[src/rtl/ps2_scancode_rx.sv]
// PS/2 keyboard receiver: sync + glitch filter, 11-bit frame deframer, E0/F0 prefix folding.
// Optional macro PS2_PAUSE_SWALLOW_EN silently drops the 8-byte Pause/Break sequence.
module ps2_scancode_rx #(
    parameter int unsigned FILTER_LEN     = 8,
    parameter int unsigned TIMEOUT_CYCLES = 16000
) (
    input  logic       clk,
    input  logic       rst,
    input  logic       ps2clk_ext,
    input  logic       ps2data_ext,
    output logic       kb_interrupt,
    output logic [7:0] scancode,
    output logic       released,
    output logic       extended,
    output logic       frame_error,
    output logic       busy
);

    localparam int unsigned CntW = $clog2(TIMEOUT_CYCLES + 1);

    typedef enum logic [1:0] {StIdle, StData, StParity, StStop} state_e;

    logic                  clk_meta_q, clk_sync_q, dat_meta_q, dat_sync_q;
    logic [FILTER_LEN-1:0] filt_sr_q, filt_sr_d;
    logic                  fclk_q, fclk_d;
    logic                  fall;
    state_e                state_q, state_d;
    logic [2:0]            bit_cnt_q, bit_cnt_d;
    logic [7:0]            shift_q, shift_d;
    logic                  par_q, par_d;
    logic [CntW-1:0]       to_cnt_q, to_cnt_d;
    logic                  rel_pend_q, rel_pend_d, ext_pend_q, ext_pend_d;
    logic                  kb_q, kb_d, err_q, err_d, busy_q, busy_d;
    logic [7:0]            code_q, code_d;
    logic                  rel_q, rel_d, ext_q, ext_d;
`ifdef PS2_PAUSE_SWALLOW_EN
    logic [2:0]            swallow_q, swallow_d;
`endif

    // Filtered level only moves once the whole window agrees.
    always_comb begin
        filt_sr_d = {filt_sr_q[FILTER_LEN-2:0], clk_sync_q};
        fclk_d    = fclk_q;
        if (filt_sr_q == '0) begin
            fclk_d = 1'b0;
        end else if (filt_sr_q == '1) begin
            fclk_d = 1'b1;
        end
        fall = fclk_q & ~fclk_d;
    end

    always_comb begin
        state_d    = state_q;
        bit_cnt_d  = bit_cnt_q;
        shift_d    = shift_q;
        par_d      = par_q;
        to_cnt_d   = to_cnt_q;
        rel_pend_d = rel_pend_q;
        ext_pend_d = ext_pend_q;
        kb_d       = 1'b0;
        err_d      = 1'b0;
        busy_d     = busy_q;
        code_d     = code_q;
        rel_d      = rel_q;
        ext_d      = ext_q;
`ifdef PS2_PAUSE_SWALLOW_EN
        swallow_d  = swallow_q;
`endif
        if (state_q == StIdle) begin
            to_cnt_d = '0;
            if (fall && !dat_sync_q) begin
                state_d   = StData;
                bit_cnt_d = 3'd0;
                busy_d    = 1'b1;
            end
        end else if (fall) begin
            to_cnt_d = '0;
            unique case (state_q)
                StData: begin
                    shift_d   = {dat_sync_q, shift_q[7:1]};
                    bit_cnt_d = bit_cnt_q + 3'd1;
                    if (bit_cnt_q == 3'd7) begin
                        state_d = StParity;
                    end
                end
                StParity: begin
                    par_d   = dat_sync_q;
                    state_d = StStop;
                end
                default: begin
                    state_d = StIdle;
                    busy_d  = 1'b0;
                    if (dat_sync_q && (^{shift_q, par_q})) begin
`ifdef PS2_PAUSE_SWALLOW_EN
                        if (swallow_q != 3'd0) begin
                            swallow_d = swallow_q - 3'd1;
                        end else if (shift_q == 8'hE1) begin
                            swallow_d = 3'd7;
                        end else
`endif
                        if (shift_q == 8'hE0) begin
                            ext_pend_d = 1'b1;
                        end else if (shift_q == 8'hF0) begin
                            rel_pend_d = 1'b1;
                        end else begin
                            code_d     = shift_q;
                            rel_d      = rel_pend_q;
                            ext_d      = ext_pend_q;
                            kb_d       = 1'b1;
                            rel_pend_d = 1'b0;
                            ext_pend_d = 1'b0;
                        end
                    end else begin
                        err_d      = 1'b1;
                        rel_pend_d = 1'b0;
                        ext_pend_d = 1'b0;
`ifdef PS2_PAUSE_SWALLOW_EN
                        swallow_d  = 3'd0;
`endif
                    end
                end
            endcase
        end else if (to_cnt_q == CntW'(TIMEOUT_CYCLES - 1)) begin
            state_d    = StIdle;
            busy_d     = 1'b0;
            err_d      = 1'b1;
            rel_pend_d = 1'b0;
            ext_pend_d = 1'b0;
`ifdef PS2_PAUSE_SWALLOW_EN
            swallow_d  = 3'd0;
`endif
        end else begin
            to_cnt_d = to_cnt_q + 1'b1;
        end
    end

    always_ff @(posedge clk or posedge rst) begin
        if (rst) begin
            clk_meta_q <= 1'b1;
            clk_sync_q <= 1'b1;
            dat_meta_q <= 1'b1;
            dat_sync_q <= 1'b1;
            filt_sr_q  <= '1;
            fclk_q     <= 1'b1;
            state_q    <= StIdle;
            bit_cnt_q  <= 3'd0;
            shift_q    <= 8'h00;
            par_q      <= 1'b0;
            to_cnt_q   <= '0;
            rel_pend_q <= 1'b0;
            ext_pend_q <= 1'b0;
            kb_q       <= 1'b0;
            err_q      <= 1'b0;
            busy_q     <= 1'b0;
            code_q     <= 8'h00;
            rel_q      <= 1'b0;
            ext_q      <= 1'b0;
`ifdef PS2_PAUSE_SWALLOW_EN
            swallow_q  <= 3'd0;
`endif
        end else begin
            clk_meta_q <= ps2clk_ext;
            clk_sync_q <= clk_meta_q;
            dat_meta_q <= ps2data_ext;
            dat_sync_q <= dat_meta_q;
            filt_sr_q  <= filt_sr_d;
            fclk_q     <= fclk_d;
            state_q    <= state_d;
            bit_cnt_q  <= bit_cnt_d;
            shift_q    <= shift_d;
            par_q      <= par_d;
            to_cnt_q   <= to_cnt_d;
            rel_pend_q <= rel_pend_d;
            ext_pend_q <= ext_pend_d;
            kb_q       <= kb_d;
            err_q      <= err_d;
            busy_q     <= busy_d;
            code_q     <= code_d;
            rel_q      <= rel_d;
            ext_q      <= ext_d;
`ifdef PS2_PAUSE_SWALLOW_EN
            swallow_q  <= swallow_d;
`endif
        end
    end

    assign kb_interrupt = kb_q;
    assign frame_error  = err_q;
    assign busy         = busy_q;
    assign scancode     = code_q;
    assign released     = rel_q;
    assign extended     = ext_q;

endmodule

[config.mk]
export PLATFORM = sky130hd
export DESIGN_NAME = ps2_scancode_rx
export DESIGN_NICKNAME = d
export VERILOG_FILES = /design/src/rtl/ps2_scancode_rx.sv
export SDC_FILE = /design/constraint.sdc
export NUM_CORES = 1
export LEC_CHECK = 0
export CAP_MARGIN = 10
export CORE_MARGIN = 8
export CORE_UTILIZATION = 45
export DETAILED_ROUTE_END_ITERATION = 8
export HOLD_SLACK_MARGIN = 0.06
export PLACE_DENSITY = 0.74
export SLEW_MARGIN = 20
export SYNTH_ARGS = -nofsm -noshare
export SYNTH_HDL_FRONTEND = slang
export SYNTH_SLANG_ARGS = --single-unit
export TNS_END_PERCENT = 20
[constraint.sdc]
create_clock -name clk -period 2.75 [get_ports clk]
set_clock_uncertainty 0.1 [all_clocks]
set_input_delay 0.6875 -clock clk [delete_from_list [all_inputs] [get_ports clk]]
set_output_delay 0.6875 -clock clk [all_outputs]
set_load 0.01 [all_outputs]
# Yosys cells after proc, flatten, opt, wreduce, memory -nomap -nowiden
# Index checks and enable logic that the tools add are counted.
[word_totals] input_bits=4 latchBits=0 mem_bits_ro=0 ff_bits=56 mem_count=0 word_cells=101 mem_bits_rw=0
[op_classes] n_addsub=2 bitwise_logic=6 n_eq_ne=14 n_shift=0 magnitude_cmp=0 mul=0 muxes=41 reduce_logical=19 div_mod_pow=0
[ops] op="$mux 14" n=3
[ops] op="$mux 1" n=28
[ops] op="$eq 8x8->1 const B" n=3
[ops] op="$reduce_and 3->1" n=5
[ops] op="$add 14x1->14 const B" n=1
[ops] op="$eq 14x14->1 const B" n=1
[ops] op="$mux 3" n=4
[ops] op="$mux 2" n=5
[ops] op="$reduce_xor 9->1" n=1
[ops] op="$logic_not 8->1" n=1
[ops] op="$ne 4x4->1 const B" n=2
[ops] op="$reduce_and 4->1" n=2
[ops] op="$ne 3x3->1 const B" n=2
[ops] op="$reduce_and 6->1" n=1
[ops] op="$reduce_bool 2->1" n=3
[ops] op="$not 1->1" n=5
[ops] op="$pmux 2 s2" n=1
[ops] op="$add 3x1->3 const B" n=1
[ops] op="$eq 3x3->1 const B" n=1
[ops] op="$ne 3x2->1 const B" n=1
[ops] op="$reduce_bool 3->1" n=1
[ops] op="$eq 2x1->1 const B" n=1
[ops] op="$eq 2x2->1 const B" n=1
[ops] op="$logic_and 1x1->1" n=2
[ops] op="6 further kinds" n=6

# Logic depth before layout (Yosys ltp)
# Gate-level depths: netlist (run 1).
[logic_depth] ltp_word=8 depth_mapped=7

# Worst setup path before layout (run 1)
# No wires, ideal clock.
[synth_timing] path_kind="reg2reg" start="reg to_cnt_q[0]" end="reg ext_pend_q" synth_period_minus_slack_ns=2.155 n_path_buf=1 arrival_time_ns=1.928 setup_ns=0.127 slack_ns=0.595 required_ns=2.523 path_stages_with_launch=8 path_cell_list="dfrtp_1 ha_1 nand2_1 or4_1 buf_2 mux2_4 a311oi_2 nor2_1"
[synth_between] elab_chain_cells=3
[synth_rtl] element="start: declaration" line="31" text="logic [CntW-1:0] to_cnt_q, to_cnt_d;"
[synth_rtl] element="start signal: assignment" line="172" text="to_cnt_q <= to_cnt_d;"
[synth_rtl] element="$eq 14x14->1" line="123" text="end else if (to_cnt_q == CntW'(TIMEOUT_CYCLES - 1)) begin"
[synth_rtl] element="$reduce_bool 2->1 (no line)"
[synth_rtl] element="$reduce_and 4->1 (no line)"
[synth_rtl] element="end signal: assignment" line="174" text="ext_pend_q <= ext_pend_d;"
[synth_rtl] element="end: declaration" line="32" text="logic rel_pend_q, rel_pend_d, ext_pend_q, ext_pend_d;"
# No other way between the ends.
# A chain may end at the register's enable or synchronous reset.

# Worst setup path in the final report (run 1)
[layout_timing] start="reg shift_q[6]" end="reg code_q[6] (netlist: scancode[6])"
[layout_between] elab_chain_cells=3 word_cells_on_any_way=7 classes_between="eq/ne: 2; bitwise: 2; reduce/logical: 3"
[layout_rtl] element="start: declaration" line="29" text="logic [7:0] shift_q, shift_d;"
[layout_rtl] element="start signal: assignment" line="170" text="shift_q <= shift_d;"
[layout_rtl] element="$eq 8x8->1, or another cell as far along" line="103" text="end else if (shift_q == 8'hF0) begin"
[layout_rtl] element="$not 1->1 (no line) / $logic_and 1x1->1 (equally long branches)"
[layout_rtl] element="$reduce_and 6->1 (no line)"
[layout_rtl] element="end signal: assignment" line="178" text="code_q <= code_d;"
[layout_rtl] element="end: declaration" line="34" text="logic [7:0] code_q, code_d;"
# Several ways; a longest one is shown, not always the timed one.

==> results of run 1 <==
[cell usage after synthesis, types with 2 or more instances]
library cell	number
buf_2	2
dfstp_2	13
nor2b_1	2
a21oi_1	8
dfrtp_1	43
xnor2_1	11
nand3_1	5
o21ai_0	5
mux2i_1	4
nand4_1	6
or3_1	2
nor3_1	5
inv_1	6
nand2b_1	2
mux2_2	9
a31oi_1	3
mux2_1	9
xor2_1	5
clkbuf_1	2
buf_4	2
ha_1	7
nand2_1	18
nor2_1	17
and3_1	3
nor4_1	5
[state kept, by name, indices dropped and copies added (netlist names), 2 cells and up]
| name | cells |
|---|---|
| bit_cnt_q | 3 |
| filt_sr_q | 8 |
| scancode | 8 |
| shift_q | 8 |
| state_q | 2 |
| to_cnt_q | 14 |
[final cells by class]
type	instances	area, sq um
Timing Repair Buffer	21	210.2
Tap cell	72	90.09
Multi-Input combinational cell	139	1012
Sequential cell	56	1418
Fill cell	496	2561
Clock inverter	3	22.52
Clock buffer	5	68.82
Inverter	6	22.52
[cells in the final DEF (no fill, tap or decap), types with 3 or more instances in the layout]
| master | instances |
|---|---|
| xnor2_1 | 11 |
| a31oi_1 | 3 |
| dfrtp_1 | 43 |
| and3_1 | 3 |
| xor2_1 | 5 |
| a21oi_1 | 8 |
| nand2_1 | 18 |
| clkdlybuf4s50_1 | 16 |
| inv_1 | 5 |
| nor3_1 | 5 |
| nand4_1 | 6 |
| mux2_2 | 9 |
| dfstp_2 | 13 |
| o21ai_0 | 5 |
| clkbuf_8 | 5 |
| nor2_1 | 17 |
| ha_1 | 7 |
| mux2i_1 | 4 |
| nor4_1 | 5 |
| buf_4 | 4 |
| mux2_1 | 9 |
| nand3_1 | 5 |
[kinds of logic (layout without fill, tap and decap cells)]
group,Yosys count,in the layout
AO/OA/AOI/OAI,20,20
XOR/XNOR,17,17
adder cells (fa/ha/maj),7,7
buffers and inverters,12,35
flip-flops,56,56
multiplexers,23,23
AND/OR/NAND/NOR,72,72
[report_power, final]
part / total [uW] / switching (uW) / internal, uW
sequential: 918 / 43.7 / 874
clock: 446 / 263 / 183
combinational: 249 / 161 / 88.3
[layer usage]
metal / vias up / routed length (um)
li1: 769 / -
met1: 773 / 2021
met2: 17 / 2018
met3: 6 / 128
met4: 0 / 81
met5: - / 0
[stage by stage]
step,cell area (sq um),worst slack (ns)
2_1_floorplan,2485,0.5954
3_5_place_dp,2753,0.3504
5_1_grt,2844,0.1281
4_1_cts,2844,0.2862
3_3_place_gp,2753,0.3746
6_report,2844,0.2678
[how the worst max path moves through the flow]
stage                         endpoint  cells past startpoint
2_1_floorplan   ext_pend_q$_DFFE_PP0P_                      7
6_report       scancode[6]$_DFFE_PP0P_                      5
5_1_grt           released$_DFFE_PP0P_                      5
4_1_cts        scancode[6]$_DFFE_PP0P_                      5
3_3_place_gp   scancode[2]$_DFFE_PP0P_                      5
3_5_place_dp   scancode[2]$_DFFE_PP0P_                      5
==> results.sh, run 1 <==
export IMPL_grt_util_met3_pct=2.826
export IMPL_synth_xor_area_share_pct=6.546
export IMPL_wirelength_um=4250
export IMPL_worstSetupStartpointType="flip-flop"
export IMPL_num_vias=1565
export IMPL_synth_edff_count=0
export IMPL_cpPeakStageDelay_ns=0.57
export IMPL_fmax_ghz=0.4029
export IMPL_initial_core_util_pct=45.97
export IMPL_clockBufferDepth=2
export IMPL_slowest_stage="and4b_1"
export IMPL_synth_mux_area_share_pct=10.37
export IMPL_root_buffer="clkbuf_8"
export IMPL_rsz0062_at_grt="false"
export IMPL_route_detailed_drc=0
export IMPL_core_area_sq_um=5405
export IMPL_synthSimpleGateAreaFrac_pct=15.26
export IMPL_slew_headroom_pct=65.52
export IMPL_grt_max_degree=26
export IMPL_min_to="filt_sr_q[0]$_DFF_PP1_"
export IMPL_busiest_layer="met2"
export IMPL_hpwl_um=3012
export IMPL_crit_family="XOR/XNOR gates"
export IMPL_ys_ff_latch=56
export IMPL_yosys_area_top_type="dfrtp_1"
export IMPL_antenna_found_initial=0
export IMPL_die_w_um=90.31
export IMPL_irDropWorstVdd_mv=0.4137
export IMPL_design_power_total_uw=1612
export IMPL_end_kind="flip-flop"
export IMPL_grt_use_total_pct=11.44
export IMPL_clock_latency_ns=0.31
export IMPL_crit_arrival_ns=2.57
export IMPL_wire_per_inst_um=14.07
export IMPL_grt_pass1_vias=1591
export IMPL_worst_pin_slew_ns=0.5125
export IMPL_crit_fanout=10
export IMPL_firstDrtPassIters=4
export IMPL_cpMostUsedCell="xnor2_1"
export IMPL_avgSynthCellArea_sq_um=12.00
export IMPL_pin_count=17
export IMPL_rrSetupSlack_ns=0.27
export IMPL_maxSlewViolCount=0
export IMPL_syn_cell_area_sq_um=2485
export IMPL_cts_made_buffers=5
export IMPL_clkTransAtPathRegs_ns=0.09
export IMPL_die_area_sq_um=8156
export IMPL_syn_inst=207
export IMPL_via_per_inst=5.182
export IMPL_crit_required_ns=2.84
export IMPL_synth_flop_cell="dfrtp_1"
export IMPL_synth_compound_area_share_pct=5.035
export IMPL_setup_viol=0
export IMPL_rows=27
export IMPL_status="finished, final reports clean"
export IMPL_n_antenna_cell=0
export IMPL_timing_setup_tns_ns=0
export IMPL_gp_congestion=0.7994
export IMPL_synth_top_family_by_area="simple AND/OR/NAND/NOR gates"
export IMPL_min_path_cells=0
export IMPL_grt_use_met2_pct=17.24
export IMPL_synth_async_sr_flop_share_pct=100.0
export IMPL_placedCellCount=294
export IMPL_clock_sinks=56
export IMPL_cp_buffers_inverters=0
export IMPL_finalHoldViolCount=0
export IMPL_worstSetupStartpoint="shift_q[6]$_DFFE_PP0P_"
export IMPL_cts_htree_levels=2
export IMPL_rr_worst_depth=5
export IMPL_ys_warn_count=0
export IMPL_cts_tree="built"
export IMPL_synth_top_area_share_pct=43.30
export IMPL_area_delta_synth_final_pct=14.45
export IMPL_use_met1_pct=15.02
export IMPL_power_leakage_uw=0.001298
export IMPL_nNetsFinal=240
export IMPL_maxCapViolCount=0
export IMPL_final_cells=302
export IMPL_hold_class="reg -> reg"
export IMPL_r2r_end="scancode[6]$_DFFE_PP0P_"
export IMPL_ys_seq_area_share_pct=57.05
export IMPL_crit_type="reg -> reg"
export IMPL_drive_above_1_share_pct=18.26
export IMPL_timing_rr_start="shift_q[6]$_DFFE_PP0P_"
export IMPL_grt_pass1_wl_um=7728
export IMPL_finish_utilization_pct=52.62
export IMPL_final_antenna_net_count=0
export IMPL_min_from="clk_sync_q$_DFF_PP1_"
export IMPL_gr_total_overflow=0
export IMPL_cts_resized=0
export IMPL_syn_num_nets=218
export IMPL_die_h_um=90.31
export IMPL_fin_hold_ws_ns=0.2597
export IMPL_drt_iter0_drc=71
export IMPL_portBuffers=16
export IMPL_postCtsSetupRepairBufs=0
export IMPL_synthAdderAreaFrac_pct=3.525
export IMPL_cp_cell_sequence="xnor2_1, xnor3_1, xnor2_1, and4b_1, mux2_1"
export IMPL_cts_hold_buffers=0
export IMPL_yosys_top_cells_area="dfrtp_1 (43%), dfstp_2 (14%), mux2_1 (4.1%)"
export IMPL_period_needed_ns=2.482
export IMPL_fin_crit_sh_pct=90.26
export IMPL_power_per_cell_area_nw_per_um2=567.0
export IMPL_yosysUniqueCellTypes=38
No activity file was read; power rests on OpenSTA's default activity.
==> run 2, diff against run 1 <==
- CTS_CLUSTER_SIZE: not set -> 16
- PLACE_DENSITY: 0.74 -> 0.69
==> run 2 against run 1 <==
  * Register-to-register slack better by 0.08 ns
  * Cell area is 0.84% lower
  * First-iteration DRC count is 21% lower
  * Global-route usage is 0.51 points lower
  * Non-clock buffer count is 1 lower
  * Via count is 1.5% lower
  * Core utilization is 0.44 points lower
  * Sequential power hardly changed
  * Worst hold slack worse by 0.0071 ns
==> results.sh, run 2 (synthesized netlist as in run 1, its figures left out) <==
export IMPL_crit_required_ns=2.85
export IMPL_cts_htree_levels=2
export IMPL_maxCapViolCount=0
export IMPL_largest_register="to_cnt_q"
export IMPL_timing_rr_start="shift_q[6]$_DFFE_PP0P_"
export IMPL_largest_reg_flops=14
export IMPL_cpMostUsedCell="xnor2_1"
export IMPL_fmax_ghz=0.4167
export IMPL_drt_iter0_drc=56
export IMPL_nNetsFinal=239
export IMPL_finalHoldViolCount=0
export IMPL_grt_pass1_vias=1547
export IMPL_worstSetupStartpointType="flip-flop"
export IMPL_pin_count=17
export IMPL_cts_hold_buffers=0
export IMPL_n_antenna_cell=0
export IMPL_hold_class="reg -> reg"
export IMPL_grt_use_total_pct=10.93
export IMPL_period_needed_ns=2.400
export IMPL_min_from="dat_meta_q$_DFF_PP1_"
export IMPL_wirelength_um=4097
export IMPL_drive_above_1_share_pct=17.47
export IMPL_grt_pass1_wl_um=7383
export IMPL_area_delta_synth_final_pct=13.49
export IMPL_via_per_inst=5.123
export IMPL_die_h_um=90.31
export IMPL_slowest_stage="and4b_1"
export IMPL_cp_cell_sequence="xnor2_1, xnor3_1, xnor2_1, and4b_1, mux2_1"
export IMPL_r2r_end="scancode[6]$_DFFE_PP0P_"
export IMPL_initial_core_util_pct=45.97
export IMPL_rsz0062_at_grt="false"
export IMPL_final_antenna_net_count=0
export IMPL_final_cell_mix="dfrtp_1 (43), nand2_1 (18), nor2_1 (17)"
export IMPL_min_to="dat_sync_q$_DFF_PP1_"
export IMPL_final_cells=301
export IMPL_firstDrtPassIters=4
export IMPL_end_kind="flip-flop"
export IMPL_grt_max_degree=31
export IMPL_portBuffers=16
export IMPL_gr_total_overflow=0
export IMPL_cpPeakStageDelay_ns=0.52
export IMPL_clock_latency_ns=0.31
export IMPL_crit_type="reg -> reg"
export IMPL_die_w_um=90.31
export IMPL_slew_headroom_pct=68.93
export IMPL_core_area_sq_um=5405
export IMPL_power_per_cell_area_nw_per_um2=569.3
export IMPL_clockBufferDepth=2
export IMPL_rrSetupSlack_ns=0.35
export IMPL_worst_pin_slew_ns=0.4649
export IMPL_clock_sinks=56
export IMPL_rr_worst_depth=5
export IMPL_crit_fanout=10
export IMPL_num_vias=1542
export IMPL_fin_crit_sh_pct=87.27
export IMPL_place_ws_ns=0.3333
export IMPL_power_leakage_uw=0.001279
export IMPL_placedCellCount=293
export IMPL_cts_resized=0
export IMPL_wire_per_inst_um=13.61
export IMPL_finish_utilization_pct=52.18
export IMPL_route_detailed_drc=0
export IMPL_fin_hold_ws_ns=0.2526
export IMPL_crit_arrival_ns=2.50
export IMPL_clkTransAtPathRegs_ns=0.10
export IMPL_setup_viol=0
export IMPL_timing_setup_tns_ns=0
export IMPL_postCtsSetupRepairBufs=0
export IMPL_cts_tree="built"
export IMPL_rows=27
export IMPL_status="finished, final reports clean"
export IMPL_final_common_cell="dfrtp_1"
export IMPL_min_path_cells=0
export IMPL_die_area_sq_um=8156
export IMPL_cts_made_buffers=5
export IMPL_maxSlewViolCount=0
export IMPL_irDropWorstVdd_mv=0.2886
export IMPL_antenna_found_initial=0
export IMPL_root_buffer="clkbuf_8"
export IMPL_hpwl_um=2943
export IMPL_layout_setup_ws_ns=0.3501
export IMPL_gp_congestion=0.7721
[run 2: cell types whose count changed in the layout (fill, tap and decap cells not counted), sizes merged]
cell / before / now
buf: 5 / 4
clkinv: 2 / 1
clkinvlp: 0 / 2
inv: 7 / 6
[run 2: how the worst max path moves through the flow]
| stage | start | to | slack, ns |
|---|---|---|---|
| 2_1_floorplan | to_cnt_q[0]$_DFFE_PP0P_ | ext_pend_q$_DFFE_PP0P_ | 0.60 |
| 3_3_place_gp | shift_q[6]$_DFFE_PP0P_ | scancode[2]$_DFFE_PP0P_ | 0.36 |
| 3_5_place_dp | shift_q[6]$_DFFE_PP0P_ | scancode[6]$_DFFE_PP0P_ | 0.33 |
| 4_1_cts | shift_q[6]$_DFFE_PP0P_ | scancode[6]$_DFFE_PP0P_ | 0.31 |
| 5_1_grt | shift_q[6]$_DFFE_PP0P_ | extended$_DFFE_PP0P_ | 0.13 |
| 6_report | shift_q[6]$_DFFE_PP0P_ | scancode[6]$_DFFE_PP0P_ | 0.35 |
[run 2: critical path: cells and delay by family, from the launching register on]
kind             cells  cell delay, ns
XOR/XNOR             3            0.85
flip-flops           1            0.45
multiplexers         1            0.37
AND/OR/NAND/NOR      1            0.52
[run 2: layer usage]
| metal | track usage [%] | wire (um) | up-vias |
|---|---|---|---|
| met3 | 3.491 | 166 | 3 |
| met2 | 16.99 | 1937 | 22 |
| met1 | 13.89 | 1957 | 754 |
| met4 | 4.022 | 35 | 0 |
| met5 | 0 | 0 | - |
| li1 | - | - | 763 |
[run 2: final cells by class]
class,instances,area (sq um)
fillers,479,2585
flip-flops and latches,56,1418
multi-input cells,139,1012
repair buffers,20,190.2
well taps,72,90.09
clock buffers,5,68.82
inverters,6,22.52
clock inverters,3,18.77
[run 2: report_power, final]
part	leakage, uW	switching [uW]	internal (uW)	total [uW]
sequential	0.000727	45.3	874	919
clock	0.0000378	260	176	436
combinational	0.000513	163	87.1	251
[run 2: through the flow]
stage          power, uW  instance area (sq um)
2_1_floorplan       1121                   2485
3_3_place_gp        1177                   2733
3_5_place_dp        1188                   2733
4_1_cts             1635                   2820
5_1_grt             1712                   2820
6_report            1606                   2820
